**config.mk**
```make
export PLATFORM = sky130hd
export DESIGN_NAME = pwm_duty_sequencer
export DESIGN_NICKNAME = d
export VERILOG_FILES = /design/src/rtl/pwm_duty_sequencer.sv
export SDC_FILE = /design/constraint.sdc
export NUM_CORES = 1
export LEC_CHECK = 0
export ABC_AREA = 1
export BUFFER_PORTS_ARGS = -buffer_cell sky130_fd_sc_hd__buf_2
export CORE_MARGIN = 2
export CORE_UTILIZATION = 60
export CTS_CLUSTER_DIAMETER = 30
export DETAILED_ROUTE_END_ITERATION = 8
export GPL_ROUTABILITY_DRIVEN = 0
export GPL_TIMING_DRIVEN = 0
export PLACE_DENSITY = 0.75
export SYNTH_ARGS = -nofsm -noshare
export SYNTH_HDL_FRONTEND = slang
export SYNTH_SLANG_ARGS = --single-unit
export TNS_END_PERCENT = 10
```
**constraint.sdc**
```tcl
create_clock -name clk -period 8.1 [get_ports clk]
set_clock_uncertainty 0.2 [all_clocks]
set_input_delay 1.215 -clock clk [delete_from_list [all_inputs] [get_ports clk]]
set_output_delay 1.215 -clock clk [all_outputs]
set_load 0.005 [all_outputs]
```
**src/rtl/pwm_duty_sequencer.sv**
```systemverilog
// Memory-mapped duty-cycle streamer feeding a PWM core: period register,
// duty FIFO popped on each carry-out, status flags and a low-watermark interrupt.
module pwm_duty_sequencer #(
    parameter int DEPTH = 16,
    localparam int LW = $clog2(DEPTH) + 1
) (
    input  logic        clk,
    input  logic        rst_n,
    input  logic [1:0]  addr,
    input  logic [31:0] wrdata,
    input  logic        write,
    output logic [31:0] rddata,
    input  logic        co,
    output logic [31:0] period,
    output logic [31:0] duty,
    output logic        irq
);

    localparam int PW = LW - 1;

    logic [31:0]   mem [DEPTH];
    logic [PW-1:0] wptr;
    logic [PW-1:0] rptr;
    logic [LW-1:0] level;
    logic [LW-1:0] level_nxt;
    logic [LW-1:0] thresh;
    logic          en;
    logic          hold;
    logic          irq_en;
    logic          underflow;
    logic          overflow;

    logic          wr_period;
    logic          push_req;
    logic          wr_ctrl;
    logic          wr_thresh;
    logic          flush;
    logic          clr;
    logic          pop_req;
    logic          empty;
    logic          full;
    logic          pop_ok;
    logic          push_ok;
    logic          udf_set;
    logic          ovf_set;

    // A flush swallows any push or pop in the same cycle, including their flags.
    always_comb begin
        wr_period = write && (addr == 2'd0);
        push_req  = write && (addr == 2'd1);
        wr_ctrl   = write && (addr == 2'd2);
        wr_thresh = write && (addr == 2'd3);
        flush     = wr_ctrl && wrdata[4];
        clr       = wr_ctrl && wrdata[3];
        pop_req   = co && en;
        empty     = (level == '0);
        full      = (level == LW'(DEPTH));
        pop_ok    = !flush && pop_req && !empty;
        udf_set   = !flush && pop_req && empty;
        push_ok   = !flush && push_req && (!full || pop_ok);
        ovf_set   = !flush && push_req && full && !pop_ok;
        level_nxt = level;
        if (push_ok && !pop_ok) begin
            level_nxt = level + LW'(1);
        end else if (pop_ok && !push_ok) begin
            level_nxt = level - LW'(1);
        end
    end

    always_ff @(posedge clk) begin
        if (push_ok) begin
            mem[wptr] <= wrdata;
        end
    end

    always_ff @(posedge clk or negedge rst_n) begin
        if (!rst_n) begin
            period    <= '0;
            duty      <= '0;
            en        <= 1'b0;
            hold      <= 1'b0;
            irq_en    <= 1'b0;
            thresh    <= '0;
            wptr      <= '0;
            rptr      <= '0;
            level     <= '0;
            underflow <= 1'b0;
            overflow  <= 1'b0;
            irq       <= 1'b0;
        end else begin
            if (wr_period) begin
                period <= wrdata;
            end
            if (wr_ctrl) begin
                en     <= wrdata[0];
                hold   <= wrdata[1];
                irq_en <= wrdata[2];
            end
            if (wr_thresh) begin
                thresh <= wrdata[LW-1:0];
            end
            if (flush) begin
                wptr  <= '0;
                rptr  <= '0;
                level <= '0;
            end else begin
                if (push_ok) begin
                    wptr <= wptr + PW'(1);
                end
                if (pop_ok) begin
                    rptr <= rptr + PW'(1);
                    duty <= mem[rptr];
                end else if (udf_set && !hold) begin
                    duty <= '0;
                end
                level <= level_nxt;
            end
            // A set in the same cycle as a clear wins.
            underflow <= udf_set || (underflow && !clr);
            overflow  <= ovf_set || (overflow && !clr);
            irq       <= irq_en && (underflow || (level <= thresh));
        end
    end

    always_comb begin
        rddata = '0;
        case (addr)
            2'd0: rddata = period;
            2'd1: rddata = duty;
            2'd2: begin
                rddata[0]       = en;
                rddata[1]       = hold;
                rddata[2]       = irq_en;
                rddata[3]       = underflow;
                rddata[4]       = empty;
                rddata[5]       = full;
                rddata[6]       = overflow;
                rddata[8 +: LW] = level;
            end
            default: rddata[LW-1:0] = thresh;
        endcase
    end

endmodule

```
==> impl_results.md, run 1 <==
* Clock sink count at 600
* DR vias/cell at between 6 and 7
* Share of flip-flops with an asynchronous set or reset after synthesis at 0.147
* Yosys reg bits at 600
* Number of hold buffers added after CTS at 0
* Number of instances in the placed design at ~2,700
* Area of the mapped netlist at roughly 24,000 µm²
* Hold WC Path Type: reg2reg
* Worst skew pair latency at roughly 640 ps
* Largest net degree at the start of global routing at 60
* Clock-pin slew on the worst setup and hold paths at ~50 ps
* Total power consumption of the routed design at roughly 11 mW
* Total leakage power at approximately 12 nW
* Proportion of layout cells with a drive suffix above 1 at 0.175
* Via count at between 15,000 and 20,000
* Pre-CTS WS at 3610 ps
* Critical Path RT at around 6700 ps
* Initial antenna violation count at 0
* Status: complete, no violations
* Die extent in x at between 200 and 250 µm
* Origin of the worst min-delay path: thresh[1]
* Fraction of the cycle the final worst path needs at 0.557
* Hold path endpoint: thresh[1]
* Die Footprint at between 40,000 and 50,000 µm²
* Portion of total power attributed to combinational logic at 0.261
* Gate count after technology mapping at slightly above 2,000
* Mean Syn Cell Area at between 10 and 15 µm²
* Sw Pwr at around 3.7 mW
* Clk buf depth at 3
* Syn_nets at ~2,100
* Number of input and output port buffers inserted at around 130
* Count of placed standard cells in the final layout, fillers left out at between 2,000 and 3,000
* Synth warn at 0
* Min Tclk post-route at roughly 4500 ps
* Cell count of the worst reg-to-reg path at 8
* Pwr Density at around 370 nW/µm²
* Routed WL per cell at 24.2 µm
* Critical Path Fanout Max at 10
* Fraction of power spent switching nets at 0.339
* Critical path start-end classification: in2out
* Num CTS Buffers at roughly 110
* Critical Path Source Type: input port
* Worst r2r src: level[1]
* Number of post-CTS setup repair buffers at 0
* Number of DRC violations after detailed-routing iteration 0 at 2,429
* Total setup violations reported at the end of the flow at 0
* Count of flip-flops with a built-in enable after synthesis at around 500
* Max Fclk at ~220 MHz
* Portion of total power attributed to the clock network at 0.398
* Post-layout net count at 2,372
* Share of total power in sequential cells at 0.341
* ANT nets after route at 0
* IR Drop Worst-Case VDD at ~280 µV
* GR Overflow Total at 0
* RSZ-0062 raised after global routing: false
* Total I/O pin count at ~140
* Root buffer cell: clkbuf_16
* Final worst slack at ~3600 ps
* Maximum level of the CTS H-tree at 3
* R2r setup slk at 5180 ps
* TNS Setup at 0 ps
* Number of distinct standard cells referenced by the synthesized netlist at 34
* Clock tree from TritonCTS: built
* Vertical die dimension at approximately 210 µm
* Diode count at 0
* Worst Max-Slew Pin Slew at around 1300 ps
* Vias in the first global route at around 18,000
* Count of unresolved DRC violations after routing at 0
* Total count of hold-check failures in the final report at 0
* Final-report max-slew violation count at 0
* Final core utilization at 0.747
* Number of max-cap violations at 0
* Post-CTS resize count at 0
* First-pass GRT wire length at 104,000 µm
* Seq/Total Area, Yosys at 0.721
* Critical register-to-register path endpoint: mem[3][20]
* Post-DP HPWL at around 45,000 µm
* Starting Density at 0.610
* Data arrival time at the worst-slack endpoint at approximately 3100 ps
* Max-slew headroom at the worst pin at 0.115
* Hold Path Cell Cnt at 2
* Commonest register cell after synthesis: edfxtp_1
* Total global-route track usage at 0.340
* Internal portion of total power at about 7.2 mW
* Core ar. at 39,900 µm²
* Endpoint kind of the worst setup timing path: output pin
* Floorplan row count at between 70 and 80
* Total iterations of the first detailed-routing run at 6
* Total wire length after detailed routing at ~71,000 µm
* Layout overhead on the synthesized area at 22.3%
metal layers:
layer / global-route usage / up-vias / wire [µm]
met5: 0 / - / 0
met4: 0.164 / 0 / 2670
met3: 0.0887 / 199 / 9450
met2: 0.546 / 1369 / 33800
met1: 0.436 / 8674 / 24900
li1: - / 7838 / -
placed cells by master, fill, tap and decap left out, drive strengths merged, types with 3 or more instances in the layout:
| cell type | Yosys | routed |
|---|---|---|
| nor2 | 30 | 30 |
| edfxtp | 512 | 512 |
| dfrtp | 88 | 88 |
| ha | 14 | 14 |
| a21oi | 10 | 10 |
| buf | 56 | 208 |
| clkinv | 1 | 29 |
| o21ai | 28 | 28 |
| mux2 | 27 | 27 |
| nand2 | 658 | 658 |
| clkbuf | 67 | 199 |
| clkinvlp | 0 | 8 |
| o211ai | 3 | 3 |
| bufinv | 0 | 9 |
| nand3 | 497 | 497 |
| nand4 | 4 | 4 |
| inv | 33 | 50 |
| a22o | 21 | 21 |
cells in the mapped netlist (9+ instances only):
cell type | instances | share of area
a21oi_1 | 9 | 0.0018
o21ai_0 | 28 | 0.0058
inv_1 | 32 | 0.0049
clkbuf_1 | 66 | 0.010
edfxtp_1 | 512 | 0.63
nor2_1 | 29 | 0.0045
a22o_1 | 21 | 0.0075
mux2_2 | 27 | 0.012
dfrtp_1 | 88 | 0.090
buf_2 | 40 | 0.0082
nand2_1 | 656 | 0.10
ha_1 | 14 | 0.0072
nand3_1 | 496 | 0.10
buf_1 | 13 | 0.0020
layout make-up:
class | count | area, µm²
multi-input cells | 1303 | 6240
clock buffers | 132 | 2920
fillers | 2389 | 10100
clock inverters | 62 | 637
plain buffers | 123 | 536
inverters | 34 | 128
flip-flops and latches | 600 | 17600
repair buffers | 152 | 1120
well taps | 525 | 657
registers in the layout, summed over array words and instances (netlist names):
name	cells
level	5
hold	1
irq_en	1
irq	1
duty	32
overflow	1
period	32
rptr	4
en	1
underflow	1
thresh	5
wptr	4
mem	512
how the worst max path moves through the flow:
stage	start	to	depth (start not counted)
final	addr[1]	rddata[4]	8
after global placement	wrdata[4]	mem[3][14]	6
after detailed placement	addr[1]	rddata[4]	8
after global routing	addr[1]	rddata[4]	8
after floorplan	write	mem[3][0]	7
after CTS	addr[1]	rddata[4]	8
kinds of logic after synthesis:
group                      synth area share
DFF                                   0.721
xor gates and xnor gates            0.00108
adders and majority gates           0.00801
AOI/OAI and AO/OA                    0.0193
muxes                                0.0125
buffers and inverters                0.0272
and+or+nand+nor                       0.210
critical path, stage by stage:
cell and delay [ps]:
buf_2 140, inv_1 80, nand2_1 70, inv_1 110
clkbuf_1 950, a22oi_1 240, o211ai_1 140, buf_2 140
power by group through the flow:
stage / Combinational, mW / Clock [mW] / Sequential (mW)
finish: 2.86 / 4.36 / 3.73
global route: 3.08 / 4.51 / 3.74
CTS: 2.79 / 4.36 / 3.72
detailed placement: 2.74 / 0 / 3.78
global placement: 2.60 / 0 / 3.77
floorplan: 1.64 / 0 / 3.75
per-stage QoR:
stage,area [µm²],hold WS [ps]
6_report,29800,288
5_1_grt,29800,318
4_1_cts,29800,295
3_5_place_dp,26300,282
3_3_place_gp,25700,272
2_1_floorplan,24400,253
Note: power is estimated with default switching activity, not from simulation.
==> inputs of run 2 (changes only) <==
Settings changed: CORE_UTILIZATION 60 to 55, PLACE_DENSITY 0.75 to 0.72.
Clock period 8.1 ns to 4.03 ns, I/O delays scaled along.
==> run 2 against run 1 <==
Net effect:
- sequential share of layout area decreased by 1.2 points
- via count up 1.1%
- critical path depth did not move
- global-route usage is 2.7 points lower
- routed wire length rose by 2.0%
- clock power up 130%
- non-clock buffer count stayed put
- worst hold slack worse by 140 ps
- power rose by 110%
- sequential cell count unchanged
- register-to-register slack worse by 4300 ps
- sequential power increased by 100%
==> impl_results.md, run 2 (synthesis results as in run 1) <==
* Status: complete, no violations
* Total of fill cells in the finished design at around 2,900
* GR Overflow Total at 0
* Endpoint kind of the worst setup timing path: output pin
* Post-layout net count at roughly 2,400
* Hold Path Cell Cnt at 1
* Most used cells in the layout excluding fill and tap cells: 656 x nand2_1, 512 x edfxtp_1, 496 x nand3_1, 172 x buf_2, 116 x clkbuf_16
* Pwr Density at 760 nW/µm²
* Hold WC Path Type: in2reg
* Number of instances in the placed design at roughly 2,800
* R2r setup slk at around 910 ps
* Largest net degree at the start of global routing at between 60 and 70
* Most common cell after layout, fill and taps aside: nand2_1
* Worst skew pair latency at 650 ps
* Cell count of the worst reg-to-reg path at 8
* Final-report max-slew violation count at 0
* Via count at about 18,000
* Vertical die dimension at around 210 µm
* Clock tree from TritonCTS: built
* ANT nets after route at 0
* Count of unresolved DRC violations after routing at 0
* Total wire length after detailed routing at between 70,000 and 80,000 µm
* Critical Path Source Type: input port
* Global Route met3 Usage at 0.0672
* Number of input and output port buffers inserted at about 130
* End point of the critical path: rddata[4]
* Max-slew headroom at the worst pin at 0.0581
* Diode count at 0
* Total global-route track usage at 0.313
* Pre-CTS WS at approximately 600 ps
* Routed WL per cell at approximately 24 µm
* Proportion of layout cells with a drive suffix above 1 at 0.182
* Total power consumption of the routed design at ~23 mW
* Starting Density at 0.555
* Timing startpoint of the critical path: addr[1]
* Register with the most flip-flops: mem
* First-pass GRT wire length at between 100,000 and 150,000 µm
* Clk buf depth at 3
* Final core utilization at 0.693
* Global routing met1 resource utilization at 0.406
* Number of DRC violations after detailed-routing iteration 0 at approximately 2,600
* Min Tclk post-route at between 3000 and 4000 ps
* Critical register-to-register path endpoint: mem[3][22]
* Critical path start-end classification: in2out
* Total I/O pin count at ~140
* Worst hold slack at approximately 150 ps
* Vias in the first global route at about 18,000
* Leading registers by flop count: mem x512, duty x32, period x32
* Num CTS Buffers at about 110
* Final worst slack at roughly 580 ps
* RSZ-0062 raised after global routing: false
* Critical Path RT at approximately 3200 ps
* Die extent in x at roughly 210 µm
* Count of placed standard cells in the final layout, fillers left out at 3,014
* Total iterations of the first detailed-routing run at 7
* Floorplan row count at 77
* Total leakage power at around 12 nW
* Total setup violations reported at the end of the flow at 0
* Worst r2r src: level[1]
* Max Fclk at about 290 MHz
* Layout overhead on the synthesized area at 24.9%
* Maximum level of the CTS H-tree at 3
* Core ar. at roughly 44,000 µm²
* Max reg flops at a little over 500
* Root buffer cell: clkbuf_16
* Initial antenna violation count at 2
* Die Footprint at 46,000 µm²
* Fraction of the cycle the final worst path needs at 0.855
* Worst Max-Slew Pin Slew at between 1000 and 1500 ps
* Post-DP HPWL at about 45,000 µm
* Clock sink count at 600
* M2 GR Usage at 0.499
* Peak-usage layer in the global routing report: met2
* Data arrival time at the worst-slack endpoint at 2640 ps
* IR Drop Worst-Case VDD at approximately 400 µV
* Number of max-cap violations at 0
* Clock-pin slew on the worst setup and hold paths at ~60 ps
* DR vias/cell at slightly above 6
* Critical Path Fanout Max at 10
* Total count of hold-check failures in the final report at 0
run 2: how the worst min path moves through the flow:
stage | start | endpoint
after floorplan | rst_n | duty[0]
after global placement | hold | hold
after detailed placement | duty[22] | duty[22]
after CTS | wrdata[27] | mem[13][27]
after global routing | wrdata[27] | mem[15][27]
final | wrdata[27] | mem[13][27]
run 2: through the flow:
stage,cell area (µm²),TNS (ps)
6_report,30400,0
5_1_grt,30400,0
4_1_cts,30400,0
3_5_place_dp,26400,0
3_3_place_gp,25800,-440430
2_1_floorplan,24400,0
run 2: metal layers:
| metal | up-vias | share of wire |
|---|---|---|
| li1 | 7873 | - |
| met1 | 8761 | 0.36 |
| met2 | 1369 | 0.47 |
| met3 | 268 | 0.12 |
| met4 | 4 | 0.049 |
| met5 | - | 0.00036 |
run 2: critical path, stage by stage:
cell and delay, ps:
buf_2 140, inv_1 70, nand2_1 60, inv_1 130
clkbuf_1 1050, a22oi_1 240, o211ai_1 170, buf_2 150
run 2: what timing repair did:
item,CTS,global route
resized for setup,0,0
buffers inserted,0,0
hold buffers,1,0
hold endpoints to repair,27,0
run 2: report_power, final:
group	internal [mW]	total, mW	leakage [nW]	switching (mW)
logic	1.67	5.76	4.16	4.09
clock network	6.60	9.87	1.96	3.27
registers	7.17	7.50	5.71	0.329
total	15.4	23.1	11.8	7.69
run 2: area by class of cell:
type                    count  area [µm²]  share of cell area
plain buffers             123         536              0.0176
clock buffers             133        3020              0.0991
clock inverters            77        1030              0.0339
inverters                  34         128             0.00419
multi-input cells        1303        6250               0.205
flip-flops and latches    600       17600               0.578
well taps                 592         741              0.0243
repair buffers            152        1160              0.0381
